$ cat config.mk
export PLATFORM = sky130hd
export DESIGN_NAME = demux_router
export DESIGN_NICKNAME = d
export VERILOG_FILES = /design/src/rtl/processor_pkg.sv /design/src/rtl/demux_slot.sv /design/src/rtl/demux_router.sv
export SDC_FILE = /design/constraint.sdc
export NUM_CORES = 1
export LEC_CHECK = 0
export BUFFER_PORTS_ARGS = -buffer_cell sky130_fd_sc_hd__buf_2
export CAP_MARGIN = 20
export CORE_UTILIZATION = 54
export CTS_CLUSTER_DIAMETER = 50
export DETAILED_ROUTE_END_ITERATION = 10
export HOLD_SLACK_MARGIN = 0.05
export PLACE_DENSITY = 0.9
export SYNTH_ARGS = -nofsm -noshare
export SYNTH_HDL_FRONTEND = slang
export SYNTH_HIERARCHICAL = 1
export SYNTH_SLANG_ARGS = --single-unit
$ cat constraint.sdc
create_clock -name clk -period 3.9 [get_ports clk]
set_input_delay 0.78 -clock clk [delete_from_list [all_inputs] [get_ports clk]]
set_output_delay 0.78 -clock clk [all_outputs]
set_load 0.02 [all_outputs]
$ cat src/rtl/processor_pkg.sv
// rtl/processor_pkg.sv - shared destination encoding and channel state types
package processor_pkg;

    localparam int NUM_DEST = 5;

    typedef enum logic [2:0] {
        DEST_WB,
        DEST_MEM,
        DEST_BR,
        DEST_IO,
        DEST_DBG
    } dest_sel_t;

    typedef enum logic {
        CH_EMPTY,
        CH_FULL
    } ch_state_t;

endpackage

$ cat src/rtl/demux_slot.sv
// rtl/demux_slot.sv - one-entry valid/ready holding register for one output channel
module demux_slot
    import processor_pkg::*;
#(
    parameter int DATA_WIDTH = 16
) (
    input  logic                  clk,
    input  logic                  reset,
    input  logic                  load,
    input  logic [DATA_WIDTH-1:0] load_data,
    input  logic                  out_ready,
    output logic                  out_valid,
    output logic [DATA_WIDTH-1:0] out_data,
    output logic                  slot_ready
);

    ch_state_t             state_q, state_d;
    logic [DATA_WIDTH-1:0] data_q, data_d;

    // load is only raised while slot_ready is high, so FULL+load implies a drain
    always_comb begin
        state_d = state_q;
        data_d  = data_q;
        case (state_q)
            CH_EMPTY: begin
                if (load) begin
                    state_d = CH_FULL;
                    data_d  = load_data;
                end
            end
            CH_FULL: begin
                if (load) begin
                    data_d = load_data;
                end else if (out_ready) begin
                    state_d = CH_EMPTY;
                end
            end
            default: state_d = CH_EMPTY;
        endcase
    end

    always_ff @(posedge clk) begin
        if (reset) begin
            state_q <= CH_EMPTY;
            data_q  <= '0;
        end else begin
            state_q <= state_d;
            data_q  <= data_d;
        end
    end

    assign out_valid  = (state_q == CH_FULL);
    assign out_data   = data_q;
    assign slot_ready = (state_q == CH_EMPTY) | out_ready;

endmodule

$ cat src/rtl/demux_router.sv
// rtl/demux_router.sv - registered 1-to-5 result demultiplexer with drop accounting
module demux_router
    import processor_pkg::*;
#(
    parameter int DATA_WIDTH = 16,
    parameter int NUM_OUT    = 5,
    parameter int CNT_WIDTH  = 8
) (
    input  logic                          clk,
    input  logic                          reset,
    input  logic                          in_valid,
    output logic                          in_ready,
    input  logic [DATA_WIDTH-1:0]         in_data,
    input  logic [2:0]                    in_sel,
    output logic [NUM_OUT-1:0]            out_valid,
    input  logic [NUM_OUT-1:0]            out_ready,
    output logic [NUM_OUT*DATA_WIDTH-1:0] out_data,
    output logic                          bad_sel,
    output logic [CNT_WIDTH-1:0]          drop_count
);

    logic [NUM_OUT-1:0]   slot_ready;
    logic [NUM_OUT-1:0]   load;
    logic [7:0]           ready_ext;
    logic                 sel_ok;
    logic                 drop;
    logic                 bad_sel_q, bad_sel_d;
    logic [CNT_WIDTH-1:0] drop_count_q, drop_count_d;

    assign sel_ok = (in_sel < 3'(NUM_DEST));

    // Unused select codes read as always-ready so bad words are swallowed
    always_comb begin
        ready_ext                = '1;
        ready_ext[NUM_OUT-1:0]   = slot_ready;
    end

    assign in_ready = ready_ext[in_sel];
    assign drop     = in_valid & ~sel_ok;

    for (genvar k = 0; k < NUM_OUT; k++) begin : g_slot
        assign load[k] = in_valid & in_ready & (in_sel == 3'(k));

        demux_slot #(
            .DATA_WIDTH(DATA_WIDTH)
        ) u_slot (
            .clk       (clk),
            .reset     (reset),
            .load      (load[k]),
            .load_data (in_data),
            .out_ready (out_ready[k]),
            .out_valid (out_valid[k]),
            .out_data  (out_data[k*DATA_WIDTH +: DATA_WIDTH]),
            .slot_ready(slot_ready[k])
        );
    end

    always_comb begin
        bad_sel_d    = drop;
        drop_count_d = drop_count_q;
        if (drop && (drop_count_q != '1)) begin
            drop_count_d = drop_count_q + 1'b1;
        end
    end

    always_ff @(posedge clk) begin
        if (reset) begin
            bad_sel_q    <= 1'b0;
            drop_count_q <= '0;
        end else begin
            bad_sel_q    <= bad_sel_d;
            drop_count_q <= drop_count_d;
        end
    end

    assign bad_sel    = bad_sel_q;
    assign drop_count = drop_count_q;

endmodule

==> flow_metrics.py, run 1 <==
metrics = {
    "clock_tree": {
        "clock_tree.buffer_depth": 2,
        "cts.sinks": 94,
        "postCtsHoldBufs": 0,
        "htreeDepth": 3,
        "cts_setup_buffers": 0,
        "cts_tree": "built",
        "cts.reportedPaths.clkPinSlew_ns": 0.09,
        "cts_root_buf": "clkbuf_8",
        "cts_resized": 0,
        "clkLatencyLatePin_ns": 0.34,
        "numCtsBuffers": 9,
    },
    "floorplanning": {
        "core_um2": 6495,
        "die_y_um": 85.03,
        "rows": 29,
        "die-area_um2": 7229,
        "fp.dieW_um": 85.03,
        "start_util_pct": 57.31,
        "io_pins": 122,
    },
    "timing": {
        "hold_ws_ns": 0.4928,
        "tns_ns": 0,
        "post-route-min-period_ns": 2.713,
        "finalClockSkew_ns": 0.007546,
        "slew_violations": 0,
        "worst_pin_slew_ns": 1.032,
        "layout_setup_ws_ns": 1.187,
        "maxSlewHeadroom_pct": 31.23,
        "finalHoldViolCount": 0,
        "setup_violations": 0,
        "fmax_mhz": 368.5,
        "rsz0062_at_grt": "false",
        "period_share_pct": 69.57,
    },
    "global_route": {
        "grt_pass1_vias": 2729,
        "grt_pass1_wl_um": 13450,
        "grt_max_degree": 47,
        "overflow": 0,
        "grt_util_all_layers_pct": 23.90,
        "antenna_found_initial": 0,
    },
    "cells_and_area": {
        "syn_to_final_growth_pct": 19.26,
        "num-fill-cells": 508,
        "multi_input_area_um2": 1592,
        "final_common_cell": "buf_2",
        "drive_gt1_share_pct": 33.33,
        "fin_util_pct": 68.35,
        "final_cell_mix": "buf_2, dfxtp_1, nor2_1, mux2i_1, clkbuf_8",
        "register_area_um2": 1882,
        "num-nets-final": 485,
        "fin_cells": 539,
        "post-route-cell-area_um2": 4439,
        "antenna_cells": 0,
    },
    "worst_setup_path": {
        "crit_arrival_ns": 1.93,
        "crit_start": "in_sel[0]",
        "r2r_start": "g_slot[1].u_slot/out_valid$_SDFF_PP0_",
        "r2r_setup_slack_ns": 1.73,
        "required_ns": 3.12,
        "endpoint_kind": "output pin",
        "startpoint_type": "input pin",
        "crit_type": "input pin to output pin",
        "r2r_cells": 6,
        "reg2reg_to": "g_slot[0].u_slot/out_data[6]$_SDFFE_PP0P_",
        "critPathMaxFanout": 9,
        "crit_path_end": "in_ready",
    },
    "route": {
        "wirelength_um": 8498,
        "vias_per_cell": 5.293,
        "drt-initial-drc-count": 142,
        "postRouteAntennaNets": 0,
        "drc_errors": 0,
        "drtPass1Iterations": 4,
        "via_count": 2853,
        "routedWlPerCell_um": 15.77,
    },
    "min_path": {
        "min_path_type": "flip-flop to flip-flop",
        "hold_start": "g_slot[2].u_slot/out_data[6]$_SDFFE_PP0P_",
    },
    "flow_run": {
        "drv_cap": 0,
    },
    "placed_design": {
        "hpwl_um": 6090,
        "placement.cell_area_um2": 4243,
        "port_buffers": 121,
        "placedCellCount": 523,
        "dp_worst_setup_slack_ns": 1.058,
        "gp_congestion": 0.8195,
    },
    "synth": {
        "synthArstFlopShare_pct": 0,
        "syn_nets": 372,
        "seq_area_frac_synth_pct": 50.55,
        "yosys_register_bits": 94,
        "syn_area_per_cell_um2": 10.82,
        "synth_edf_count": 0,
        "synth_cells": 344,
        "syn_area_um2": 3722,
        "yosysWarnings": 6,
        "ys_types": 36,
        "synth-main-ff-cell": "dfxtp_1",
    },
    "power_and_ir_drop": {
        "power.density_nw_per_um2": 401.8,
        "ir_worst_vdd_uv": 240.7,
        "finalPower_mw": 1.784,
        "power.leakage_nw": 1.931,
    },
    "outcome": {
        "status": "finished, final reports clean",
    },
}
==> synthesized netlist by cell type (3+ instances only) <==
| cell | number | area share, % |
|---|---|---|
| buf_6 | 7 | 2.1 |
| nand2b_1 | 7 | 1.2 |
| inv_1 | 8 | 0.81 |
| buf_12 | 5 | 2.7 |
| a311oi_1 | 3 | 0.71 |
| dfxtp_1 | 94 | 51 |
| buf_2 | 10 | 1.3 |
| nor2_1 | 86 | 8.7 |
| a21oi_1 | 8 | 1.1 |
| a31oi_1 | 4 | 0.67 |
| mux2i_1 | 81 | 22 |
==> critical path: stages <==
cell,delay [ns]
buf_2,0.24
mux4_2,0.58
nor2_1,0.11
a21oi_1,0.05
buf_2,0.16
==> sequential cells by signal, summed over array words and instances, names as in the netlist <==
register	count
g_slot.u_slot/out_data	80
drop_count	8
g_slot.u_slot/out_valid	5
bad_sel	1
==> per-layer routing <==
metal,wire length (µm),global-route usage [%],vias up
li1,-,-,1395
met1,3786,31.08,1342
met2,4086,38.42,100
met3,447,4.377,16
met4,177,11.71,0
met5,0,0,-
==> layout make-up <==
cell class,count,share of cell area [%]
Clock buffer,9,2.790
Clock inverter,7,1.635
Sequential cell,94,42.39
Tap cell,77,2.170
Inverter,8,0.6764
Timing Repair Buffer,126,14.49
Multi-Input combinational cell,218,35.85
==> cell families after synthesis <==
kind of cell               Yosys count  synth area share [%]
AOI/OAI and AO/OA                   24                 5.580
muxes                               83                 22.79
and+or+nand+nor                    110                 13.48
adders and majority gates            1                0.3361
buffers and inverters               32                 7.261
DFF                                 94                 50.55
==> report_power, final <==
group	leakage, nW	switching [mW]	internal [mW]
logic	1.07	0.101	0.0576
clock network	0.0956	0.337	0.298
registers	0.761	0.0110	0.979
==> worst min path at each step <==
stage | to | cells after the start
final | g_slot[2].u_slot/out_data[6]$_SDFFE_PP0P_ | 2
after global routing | g_slot[3].u_slot/out_data[0]$_SDFFE_PP0P_ | 2
after CTS | g_slot[4].u_slot/out_data[13]$_SDFFE_PP0P_ | 2
after detailed placement | g_slot[2].u_slot/out_data[6]$_SDFFE_PP0P_ | 2
after global placement | g_slot[4].u_slot/out_data[0]$_SDFFE_PP0P_ | 2
after floorplan | g_slot[2].u_slot/out_valid$_SDFF_PP0_ | 2
Note: power is estimated with default switching activity, not from simulation.
==> run 2: changes to the inputs <==
CORE_UTILIZATION = 45   (was 54)
PLACE_DENSITY = 0.81   (was 0.9)
clock period = 2.4 ns   (was 3.9 ns; I/O delays follow)
==> run 2 against run 1 <==
Against the previous run: wire length up 3.2%; total power up 77%; sequential power up 63%; critical path depth unchanged; register-to-register slack worse by 1.5 ns; count of clock-buffer cells in the layout unchanged; largest cell class unchanged; clock power up 100%; setup slack worse by 1.0 ns; core utilization down 10 points.
==> flow_metrics.py, run 2 (same netlist as run 1, synthesis figures left out) <==
metrics = {
    "outcome": {
        "status": "finished, final reports clean",
    },
    "route": {
        "routedWlPerCell_um": 15.42,
        "drc_errors": 0,
        "via_count": 2898,
        "drtPass1Iterations": 4,
        "wirelength_um": 8774,
        "drt-initial-drc-count": 68,
        "vias_per_cell": 5.093,
        "postRouteAntennaNets": 0,
    },
    "timing": {
        "rsz0062_at_grt": "false",
        "finalHoldViolCount": 0,
        "slew_violations": 0,
        "fmax_mhz": 445.3,
        "finalClockSkew_ns": 0.007615,
        "period_share_pct": 93.58,
        "worst_pin_slew_ns": 1.085,
        "maxSlewHeadroom_pct": 27.42,
        "hold_ws_ns": 0.4219,
        "setup_violations": 0,
        "post-route-min-period_ns": 2.246,
    },
    "floorplanning": {
        "start_util_pct": 47.43,
        "die_y_um": 92.95,
        "die-area_um2": 8640,
        "io_pins": 122,
        "rows": 32,
        "fp.dieW_um": 92.95,
        "core_um2": 7848,
    },
    "worst_setup_path": {
        "crit_family": "multiplexers",
        "cp.buffers_inverters": 1,
        "crit_type": "flip-flop to output pin",
        "critPathMaxFanout": 2,
        "endpoint_kind": "output pin",
        "path_cells": "nand2b_1 > mux4_2 > nor2_1 > a21oi_1 > buf_2",
        "r2r_start": "g_slot[0].u_slot/out_valid$_SDFF_PP0_",
        "crit_arrival_ns": 1.77,
        "crit_start": "g_slot[0].u_slot/out_valid$_SDFF_PP0_",
        "startpoint_type": "flip-flop",
        "required_ns": 1.92,
        "max_stage_delay_ns": 0.52,
        "cpMaxStageDelayCell": "mux4_2",
    },
    "cells_and_area": {
        "num-fill-cells": 731,
        "fin_cells": 569,
        "largest_reg_flops": 80,
        "register_area_um2": 1882,
        "fin_util_pct": 58.37,
        "final_common_cell": "buf_2",
        "drive_gt1_share_pct": 34.05,
        "multi_input_area_um2": 1592,
        "post-route-cell-area_um2": 4581,
        "antenna_cells": 0,
        "num-nets-final": 490,
        "syn_to_final_growth_pct": 23.06,
        "final_cell_mix": "buf_2, dfxtp_1, nor2_1, mux2i_1, clkbuf_8",
    },
    "global_route": {
        "grt_max_degree": 45,
        "grt_util_all_layers_pct": 21.01,
        "antenna_found_initial": 0,
        "overflow": 0,
        "grt_pass1_vias": 2727,
        "grt_pass1_wl_um": 13840,
    },
    "clock_tree": {
        "numCtsBuffers": 9,
        "htreeDepth": 3,
        "cts.reportedPaths.clkPinSlew_ns": 0.09,
        "cts_setup_buffers": 0,
        "cts_tree": "built",
        "cts_root_buf": "clkbuf_8",
        "cts.sinks": 94,
        "clock_tree.buffer_depth": 2,
        "clkLatencyLatePin_ns": 0.36,
        "postCtsHoldBufs": 0,
        "cts_resized": 0,
    },
    "power_and_ir_drop": {
        "ir_worst_vdd_uv": 440.6,
        "clock_power_share_pct": 40.4,
        "power.density_nw_per_um2": 687.4,
        "intPower_mw": 2.390,
        "power.leakage_nw": 1.985,
        "finalPower_mw": 3.149,
        "p_switching_mw": 0.7591,
        "netSwitchingFraction_pct": 24.11,
        "pwr-share-seq_pct": 51.1,
        "pwr-share-comb_pct": 8.5,
    },
    "placed_design": {
        "gp_congestion": 0.8429,
        "placement.cell_area_um2": 4337,
        "placedCellCount": 553,
        "port_buffers": 121,
        "hpwl_um": 6365,
    },
    "min_path": {
        "hold_start": "out_ready[1]",
        "min_path_type": "input pin to flip-flop",
    },
    "flow_run": {
        "drv_cap": 0,
    },
}
-- run 2: power groups by stage --
stage | registers [mW] | logic [mW] | clock network, mW
floorplan | 1.69 | 0.131 | 0
global placement | 1.64 | 0.262 | 0
detailed placement | 1.65 | 0.269 | 0
CTS | 1.61 | 0.269 | 1.29
global route | 1.61 | 0.288 | 1.37
finish | 1.61 | 0.269 | 1.27
-- run 2: per-stage QoR --
stage / setup slack, ns / TNS [ns]
2_1_floorplan: 0.5029 / 0
3_3_place_gp: 0.02999 / 0
3_5_place_dp: -0.01928 / -0.1308
4_1_cts: 0.1728 / 0
5_1_grt: 0.04732 / 0
6_report: 0.1541 / 0
-- run 2: metal layers --
metal / part of all wire (%) / routed length (µm) / vias up / global-route usage [%]
li1: - / - / 1400 / -
met1: 46 / 4043 / 1406 / 26.99
met2: 46 / 4076 / 76 / 32.84
met3: 4.9 / 432 / 16 / 4.680
met4: 2.5 / 221 / 0 / 10.90
met5: 0 / 0 / - / 0
-- run 2: worst paths after layout --
| kind | endpoint | slack, ns | cells after the start |
|---|---|---|---|
| hold / removal | g_slot[1].u_slot/out_valid$_SDFF_PP0_ | 0.42 | 3 |
| setup / recovery | in_ready | 0.15 | 5 |
| setup reg to reg | g_slot[0].u_slot/out_data[10]$_SDFFE_PP0P_ | 0.25 | 6 |
| hold reg to reg | g_slot[2].u_slot/out_data[8]$_SDFFE_PP0P_ | 0.50 | 2 |
-- run 2: layout make-up --
| cell class | instances | area share (%) |
|---|---|---|
| Inverter | 8 | 0.6556 |
| Clock inverter | 7 | 2.622 |
| Tap cell | 102 | 2.786 |
| Multi-Input combinational cell | 218 | 34.74 |
| Sequential cell | 94 | 41.08 |
| Timing Repair Buffer | 131 | 15.41 |
| Clock buffer | 9 | 2.704 |
-- run 2: worst min-delay path, stage by stage --
cell      delay (ns)
buf_2           0.07
nand2b_1        0.12
a21oi_1         0.07
==> run 3: changes to the inputs <==
--- a/config.mk
+++ b/config.mk
@@ -8,9 +8,9 @@
 export BUFFER_PORTS_ARGS = -buffer_cell sky130_fd_sc_hd__buf_2
 export CAP_MARGIN = 20
-export CORE_UTILIZATION = 45
+export CORE_UTILIZATION = 50
 export CTS_CLUSTER_DIAMETER = 50
 export DETAILED_ROUTE_END_ITERATION = 10
 export HOLD_SLACK_MARGIN = 0.05
-export PLACE_DENSITY = 0.81
+export PLACE_DENSITY = 0.85
 export SYNTH_ARGS = -nofsm -noshare
 export SYNTH_HDL_FRONTEND = slang
==> constraint.sdc (replaced) <==
create_clock -name clk -period 2.2 [get_ports clk]
set_input_delay 0.11 -clock clk [delete_from_list [all_inputs] [get_ports clk]]
set_output_delay 0.11 -clock clk [all_outputs]
set_load 0.02 [all_outputs]
==> run 3 against run 2 <==
Against the previous run: die area down 9.8%; via count down 0.41%; non-clock buffer count grew 2; hold slack got worse by 0.35 ns; critical path depth rose by 1; first-iteration DRC count increased by 120%; register-to-register slack better by 0.09 ns; clock skew grew 0.0077 ns.
==> flow_metrics.py, run 3 (same netlist as run 1, synthesis figures left out) <==
metrics = {
    "cells_and_area": {
        "final_cell_mix": "buf_2, dfxtp_1, nor2_1, mux2i_1, clkbuf_8",
        "final_common_cell": "buf_2",
        "register_area_um2": 1882,
        "num-nets-final": 492,
        "drive_gt1_share_pct": 33.48,
        "num-fill-cells": 620,
        "antenna_cells": 0,
        "multi_input_area_um2": 1597,
        "fin_cells": 568,
        "largest_reg_flops": 80,
        "syn_to_final_growth_pct": 23.63,
        "post-route-cell-area_um2": 4602,
    },
    "route": {
        "routedWlPerCell_um": 15.28,
        "vias_per_cell": 5.081,
        "wirelength_um": 8679,
        "via_count": 2886,
        "drt-initial-drc-count": 150,
        "drtPass1Iterations": 4,
        "drc_errors": 0,
        "postRouteAntennaNets": 0,
    },
    "worst_setup_path": {
        "r2r_setup_slack_ns": 0.34,
        "startpoint_type": "flip-flop",
        "reg2reg_to": "g_slot[3].u_slot/out_data[14]$_SDFFE_PP0P_",
        "r2r_start": "g_slot[0].u_slot/out_valid$_SDFF_PP0_",
        "required_ns": 2.44,
        "r2r_cells": 6,
        "crit_start": "g_slot[0].u_slot/out_valid$_SDFF_PP0_",
        "crit_arrival_ns": 2.10,
        "crit_path_end": "g_slot[3].u_slot/out_data[14]$_SDFFE_PP0P_",
        "crit_type": "flip-flop to flip-flop",
        "endpoint_kind": "flip-flop",
        "critPathMaxFanout": 17,
    },
    "timing": {
        "hold_ws_ns": 0.06838,
        "finalHoldViolCount": 0,
        "rsz0062_at_grt": "false",
        "setup_violations": 0,
        "maxSlewHeadroom_pct": 55.40,
        "worst_pin_slew_ns": 0.6674,
        "finalClockSkew_ns": 0.01528,
        "post-route-min-period_ns": 1.865,
        "tns_ns": 0,
        "slew_violations": 0,
        "fmax_mhz": 536.3,
        "period_share_pct": 84.76,
    },
    "global_route": {
        "grt_pass1_vias": 2565,
        "grt_max_degree": 49,
        "grt_pass1_wl_um": 12940,
        "grt_util_all_layers_pct": 22.16,
        "antenna_found_initial": 0,
        "overflow": 0,
    },
    "floorplanning": {
        "io_pins": 122,
        "fp.dieW_um": 88.28,
        "start_util_pct": 51.60,
        "core_um2": 7214,
        "rows": 31,
        "die-area_um2": 7793,
        "die_y_um": 88.28,
    },
    "power_and_ir_drop": {
        "p_switching_mw": 0.8279,
        "pwr-share-seq_pct": 52.7,
        "finalPower_mw": 3.331,
        "netSwitchingFraction_pct": 24.85,
        "ir_worst_vdd_uv": 478.2,
        "intPower_mw": 2.503,
        "pwr-share-comb_pct": 8.8,
        "power.density_nw_per_um2": 723.9,
        "power.leakage_nw": 1.980,
        "clock_power_share_pct": 38.5,
    },
    "placed_design": {
        "placement.cell_area_um2": 4310,
        "placedCellCount": 547,
        "hpwl_um": 6168,
        "port_buffers": 121,
        "gp_congestion": 0.8799,
    },
    "clock_tree": {
        "numCtsBuffers": 9,
        "cts.reportedPaths.clkPinSlew_ns": 0.10,
        "clkLatencyLatePin_ns": 0.36,
        "cts.sinks": 94,
        "htreeDepth": 3,
        "clock_tree.buffer_depth": 2,
        "cts_tree": "built",
        "cts_root_buf": "clkbuf_8",
    },
    "flow_run": {
        "drv_cap": 0,
    },
    "outcome": {
        "status": "finished, final reports clean",
    },
    "min_path": {
        "min_path_type": "input pin to flip-flop",
    },
}
-- run 3: critical path: stages (launching register included) --
cell and delay [ns]:
dfxtp_1 0.32, nand2b_1 0.09, mux4_2 0.29, nand3b_4 0.15
nor2_4 0.57, mux2i_1 0.28, nor2_1 0.05
-- run 3: what timing repair did --
action                     4_1_cts  5_1_grt
cloned                           0        0
gates resized for setup          1        0
hold buffers                     4        0
setup buffers                    0        1
setup endpoints to repair       11       16
pin swaps                        0        1
hold endpoints to repair         6        0
-- run 3: layer usage --
layer,GRT usage [%],wire (µm)
met1,28.71,3950
met2,35.24,4203
met3,6.996,412
met4,7.185,113
met5,0,0
-- run 3: cell type report --
class                           instances  share of cell area (%)
Tap cell                               99                   2.692
Sequential cell                        94                   40.89
Clock buffer                            9                   2.692
Multi-Input combinational cell        218                   34.69
Clock inverter                          7                   2.229
Inverter                                8                  0.6525
Timing Repair Buffer                  133                   16.15
-- run 3: power by group through the flow --
| stage | Clock, mW | Combinational, mW | Sequential (mW) |
|---|---|---|---|
| global placement | 0 | 0.280 | 1.79 |
| finish | 1.28 | 0.293 | 1.76 |
| global route | 1.39 | 0.314 | 1.76 |
| detailed placement | 0 | 0.287 | 1.79 |
| floorplan | 0 | 0.143 | 1.84 |
| CTS | 1.31 | 0.291 | 1.76 |
-- run 3: through the flow --
stage	util (%)	worst slack [ns]
floorplan	-	0.4358
detailed placement	59.75	0.01372
finish	63.79	0.3353
global route	63.79	0.2352
CTS	63.51	0.04879
global placement	59.75	0.06704
-- run 3: worst min-delay path by stage --
stage,start,to,slack [ns],cells past startpoint
6_report,in_data[5],g_slot[3].u_slot/out_data[5]$_SDFFE_PP0P_,0.07,3
3_3_place_gp,reset,g_slot[4].u_slot/out_valid$_SDFF_PP0_,0.39,2
3_5_place_dp,reset,g_slot[4].u_slot/out_data[9]$_SDFFE_PP0P_,0.40,2
4_1_cts,out_ready[3],g_slot[3].u_slot/out_valid$_SDFF_PP0_,0.05,3
5_1_grt,out_ready[3],g_slot[3].u_slot/out_valid$_SDFF_PP0_,0.05,3
2_1_floorplan,in_data[0],g_slot[0].u_slot/out_data[0]$_SDFFE_PP0P_,0.26,2
